===== src/rtl/alu_pkg.sv =====
// Shared encodings for the sequential ALU: op codes, response status codes
// and the request-driver state enum.
package alu_pkg;

  localparam logic [1:0] OP_ADD = 2'b00;
  localparam logic [1:0] OP_SUB = 2'b01;
  localparam logic [1:0] OP_MUL = 2'b10;
  localparam logic [1:0] OP_DIV = 2'b11;

  localparam logic [1:0] ST_OK      = 2'b00;
  localparam logic [1:0] ST_BADOP   = 2'b01;
  localparam logic [1:0] ST_TIMEOUT = 2'b10;

  typedef enum logic [2:0] {
    S_INIT   = 3'd0,
    S_IDLE   = 3'd1,
    S_LAUNCH = 3'd2,
    S_WAIT   = 3'd3,
    S_RESP   = 3'd4
  } state_e;

endpackage


===== src/rtl/alu_req_check.sv =====
// Combinational illegal-operand decoder: the divider only handles unsigned
// 7-bit positive operands with a non-zero divisor.
module alu_req_check
  import alu_pkg::*;
(
  input  logic [1:0] op_i,
  input  logic [7:0] a_i,
  input  logic [7:0] b_i,
  output logic       illegal_o
);

  assign illegal_o = (op_i == OP_DIV) && ((b_i == 8'd0) || a_i[7] || b_i[7]);

endmodule


===== src/rtl/alu_req_driver.sv =====
// Requester for the 8-bit sequential ALU: accepts op requests, pulses bgn,
// waits for endd and returns outbus with a status. ALU_REQ_TIMEOUT_EN adds a WAIT abort.
module alu_req_driver
  import alu_pkg::*;
#(
  parameter int unsigned TIMEOUT_CYCLES = 255,
  parameter int unsigned TMR_W          = 8
) (
  input  logic        clk,
  input  logic        rst,
  input  logic        req_valid,
  output logic        req_ready,
  input  logic [1:0]  req_op,
  input  logic [7:0]  req_a,
  input  logic [7:0]  req_b,
  output logic        rsp_valid,
  input  logic        rsp_ready,
  output logic [15:0] rsp_result,
  output logic [1:0]  rsp_status,
  output logic        busy,
  output logic [1:0]  alu_op,
  output logic [7:0]  alu_operand1,
  output logic [7:0]  alu_operand2,
  output logic        alu_bgn,
  output logic        alu_rst,
  input  logic        alu_endd,
  input  logic [15:0] alu_outbus
);

  // A too-narrow timer shows up as this named block in the elaborated hierarchy.
  if ((64'd1 << TMR_W) <= 64'(TIMEOUT_CYCLES)) begin : g_tmr_w_too_small
  end

  state_e      state_q;
  logic [1:0]  op_q;
  logic [7:0]  a_q;
  logic [7:0]  b_q;
  logic        bgn_q;
  logic        alu_rst_q;
  logic        rsp_valid_q;
  logic [15:0] result_q;
  logic [1:0]  status_q;
  logic        illegal;

`ifdef ALU_REQ_TIMEOUT_EN
  logic [TMR_W-1:0] tmr_q;
`endif

  alu_req_check u_check (
    .op_i      (req_op),
    .a_i       (req_a),
    .b_i       (req_b),
    .illegal_o (illegal)
  );

  // A stale endd from the previous operation must fall before a new launch.
  assign req_ready    = (state_q == S_IDLE) && !alu_endd;
  assign busy         = !rst && (state_q != S_IDLE);
  assign rsp_valid    = rsp_valid_q;
  assign rsp_result   = result_q;
  assign rsp_status   = status_q;
  assign alu_op       = op_q;
  assign alu_operand1 = a_q;
  assign alu_operand2 = b_q;
  assign alu_bgn      = bgn_q;
  assign alu_rst      = alu_rst_q;

  always_ff @(posedge clk or posedge rst) begin
    if (rst) begin
      state_q     <= S_INIT;
      op_q        <= 2'b00;
      a_q         <= 8'd0;
      b_q         <= 8'd0;
      bgn_q       <= 1'b0;
      alu_rst_q   <= 1'b1;
      rsp_valid_q <= 1'b0;
      result_q    <= 16'd0;
      status_q    <= ST_OK;
`ifdef ALU_REQ_TIMEOUT_EN
      tmr_q       <= '0;
`endif
    end else begin
      case (state_q)
        S_INIT: begin
          alu_rst_q <= 1'b0;
          state_q   <= S_IDLE;
        end
        S_IDLE: begin
          if (req_valid && !alu_endd) begin
            op_q <= req_op;
            a_q  <= req_a;
            b_q  <= req_b;
            if (illegal) begin
              result_q    <= 16'd0;
              status_q    <= ST_BADOP;
              rsp_valid_q <= 1'b1;
              state_q     <= S_RESP;
            end else begin
              bgn_q   <= 1'b1;
              state_q <= S_LAUNCH;
            end
          end
        end
        S_LAUNCH: begin
          bgn_q   <= 1'b0;
          state_q <= S_WAIT;
`ifdef ALU_REQ_TIMEOUT_EN
          tmr_q   <= '0;
`endif
        end
        S_WAIT: begin
          // endd on the expiry cycle takes priority over the abort.
          if (alu_endd) begin
            result_q    <= alu_outbus;
            status_q    <= ST_OK;
            rsp_valid_q <= 1'b1;
            state_q     <= S_RESP;
          end
`ifdef ALU_REQ_TIMEOUT_EN
          else if (tmr_q == TMR_W'(TIMEOUT_CYCLES - 1)) begin
            result_q    <= alu_outbus;
            status_q    <= ST_TIMEOUT;
            alu_rst_q   <= 1'b1;
            rsp_valid_q <= 1'b1;
            state_q     <= S_RESP;
          end else begin
            tmr_q <= tmr_q + TMR_W'(1);
          end
`endif
        end
        S_RESP: begin
          alu_rst_q <= 1'b0;
          if (rsp_ready) begin
            rsp_valid_q <= 1'b0;
            state_q     <= S_IDLE;
          end
        end
        default: state_q <= S_INIT;
      endcase
    end
  end

endmodule


===== config.mk =====
export PLATFORM = sky130hd
export DESIGN_NAME = alu_req_driver
export DESIGN_NICKNAME = d
export VERILOG_FILES = /design/src/rtl/alu_pkg.sv /design/src/rtl/alu_req_check.sv /design/src/rtl/alu_req_driver.sv
export SDC_FILE = /design/constraint.sdc
export NUM_CORES = 1
export LEC_CHECK = 0
export ABC_AREA = 0
export BUFFER_PORTS_ARGS = -buffer_cell sky130_fd_sc_hd__buf_2
export CAP_MARGIN = 20
export CORE_UTILIZATION = 42
export CTS_CLUSTER_SIZE = 40
export DETAILED_ROUTE_END_ITERATION = 8
export PLACE_DENSITY = 0.82
export SYNTH_ARGS = -nofsm -noshare
export SYNTH_HDL_FRONTEND = slang
export SYNTH_SLANG_ARGS = --single-unit

===== constraint.sdc =====
create_clock -name clk -period 1.6 [get_ports clk]
set_input_delay 0.08 -clock clk [delete_from_list [all_inputs] [get_ports clk]]
set_output_delay 0.08 -clock clk [all_outputs]
set_load 0.005 [all_outputs]

==> out/summary.txt <==
I/O Pins -> 80
Synth Register Bits -> 41
Final setup margin -> 53.6 ps
DRC viols -> 0
Syn Inst Count -> 147
Die Wd -> 67.3 µm
Hold path depth -> 2
Clock Skew -> 8.62 ps
Layout cells sized above 1 -> 0.515
Area leader, netlist -> dfrtp_1
Initial antenna violation count -> 0
H-tree levels -> 2
Post-synth ARST share -> 1.00
Fmax -> 647 MHz
DP Area -> 2280 µm²
First-pass iteration count of the detailed router -> 2
TritonCTS buffer count -> 5
Hold Startpoint -> req_a[4]
Number of enable flip-flop cells after synthesis -> 0
Combinational share of power -> 0.405
Final Instance Area -> 2480 µm²
Top post-synthesis cells by count -> 40 x dfrtp_1, 19 x nand2_1, 18 x mux2_2
Nets -> 279
Total GRT Usage -> 0.172
Tmin final -> 1550 ps
Via count -> 1,373
Synth top area cells -> dfrtp_1 56%, mux2_2 11%, mux2i_1 8.9%
CP max FO -> 6
Drt wl/cell -> 12.6 µm
Chip height -> 67.3 µm
Die Area -> 4530 µm²
Fin crit share -> 0.966
Total power -> 4.14 mW
Synth Warn # -> 0
Total leakage power -> 1.34 nW
Internal Power -> 2.89 mW
Worst skew pair latency -> 290 ps
RR Startpoint -> state_q[2]
Worst reg2reg path depth -> 4
Max-Cap Viols -> 0
Switching portion of total power -> 0.300
Status -> complete, no violations
Crit path kind -> reg -> reg
Hold crit path type -> in -> reg
Pins Over Slew Limit -> 0
Clk buf depth -> 2
Pwr dens -> 1670 nW/µm²
CP Capture Type -> flip-flop
Final hold vios -> 0
R2R Setup Slk -> 50 ps
Sw power -> 1.24 mW
Top FF cell, synth -> dfrtp_1
Setup TNS -> 0 ps
Req. time, crit path -> 1800 ps
Clk pwr share -> 0.193
Vias in the first global route -> 1,324
Row cnt -> 23
First-pass GRT wire length -> 5620 µm
Post-detail-place hpwl -> 2680 µm
Diodes inserted -> 0
Initial drt markers -> 50
Grt ovf -> 0
Routability congestion estimate -> 0.803
Net Count, Synth -> 186
Sequential element share of the synthesized area -> 0.573
DRT antenna net count -> 0
Worst R2R End -> rsp_result[1]
Critical Path Start Type -> flip-flop
Initial core utilization -> 0.442
CTS tree -> built
Arrival time at the worst endpoint -> 1750 ps
Largest net degree at the start of global routing -> 21
Layout area overhead -> 38.5%
Seq pwr share -> 0.402
Avg Inst Size Synth -> 12.2 µm²
Root buffer cell -> clkbuf_8
Drt total wl -> 3650 µm
Vias per cell -> 4.72
Final Core Density -> 0.612
Worst slack, placed -> 18.5 ps
Clk pin slew, worst setup/hold paths -> 70 ps
Final Setup Violations -> 0
CTS Sinks -> 41
Top-area cell type share of the netlist area -> 0.558
Mapped Area -> 1790 µm²
Count leader, synth -> dfrtp_1
Input/output buffers -> 78
WHS Endpoint -> alu_operand1[4]
Core Region -> 4060 µm²
Max VDD drop -> 0.747 mV
Post-synth cell types -> 34
==> flip-flops by register name (all words and copies together) (netlist names) <==
register and cells:
alu_bgn 1, rsp_valid 1, rsp_status 1, alu_rst 1
state_q 3, alu_op 2, alu_operand1 8, rsp_result 16
alu_operand2 8
==> final cells by class <==
cell class	count	area, µm²
Inverter	17	63.8
Tap cell	50	62.6
Multi-Input combinational cell	81	654
Timing Repair Buffer	94	564
Sequential cell	41	1030
Clock buffer	6	72.6
Fill cell	351	1580
Clock inverter	2	35.0
==> power by group through the flow <==
stage	Clock, mW	Sequential, mW	Combinational, mW
floorplan	0	1.72	0.845
global placement	0	1.66	1.52
detailed placement	0	1.67	1.56
CTS	0.838	1.66	1.57
global route	0.868	1.73	1.87
finish	0.797	1.66	1.68
==> how the worst max path moves through the flow <==
stage	slack, ps	to	startpoint
finish	50	rsp_result[1]	state_q[2]
global route	-10	rsp_status[0]	state_q[2]
CTS	2	rsp_result[1]	state_q[1]
detailed placement	20	rsp_result[1]	state_q[2]
global placement	110	rsp_result[12]	state_q[2]
floorplan	70	rsp_result[2]	state_q[1]
==> cell usage in the layout, fill, tap and decap left out, types with 2 or more instances in the layout <==
cell type and instances:
and3_1 2, buf_12 2, buf_2 78, buf_4 9
clkbuf_8 5, dfrtp_1 38, dfrtp_2 2, dlygate4sd3_1 3
inv_1 16, mux2_2 18, mux2i_1 16, nand2_1 19
nor2_1 2, o21ai_0 2, o31ai_1 2
==> routing by layer <==
layer | part of all wire | track usage | vias up
met1 | 0.42 | 0.193 | 654
met2 | 0.51 | 0.291 | 46
met4 | 0.0093 | 0.0824 | 0
met3 | 0.058 | 0.0557 | 4
li1 | - | - | 669
met5 | 0 | 0 | -
==> per-stage QoR <==
step | hold slack (ps) | std cells
final | 17.9 | 291
after global routing | 3.70 | 291
after CTS | 2.77 | 286
after detailed placement | 40.5 | 277
after global placement | 38.6 | 277
after floorplan | 191 | 147
==> what timing repair did <==
action	in CTS	in global routing
hold endpoints to repair	11	2
hold buffers	1	2
gates resized for setup	0	6
setup buffers	0	2
setup endpoints to repair	0	13
==> worst max-delay path, cell delays in order, from the launching register on <==
cell and delay (ps):
dfrtp_2 440, or3b_4 420, o2bb2ai_4 210, buf_6 180
mux2i_1 200
==> kinds of logic after synthesis <==
group,share of synthesized area
buffers and inverters,0.0740
AO/OA/AOI/OAI,0.0489
multiplexers,0.202
flip-flops,0.573
AND/OR/NAND/NOR,0.0998
other,0.00209
Power figures use the tool's default switching activity.
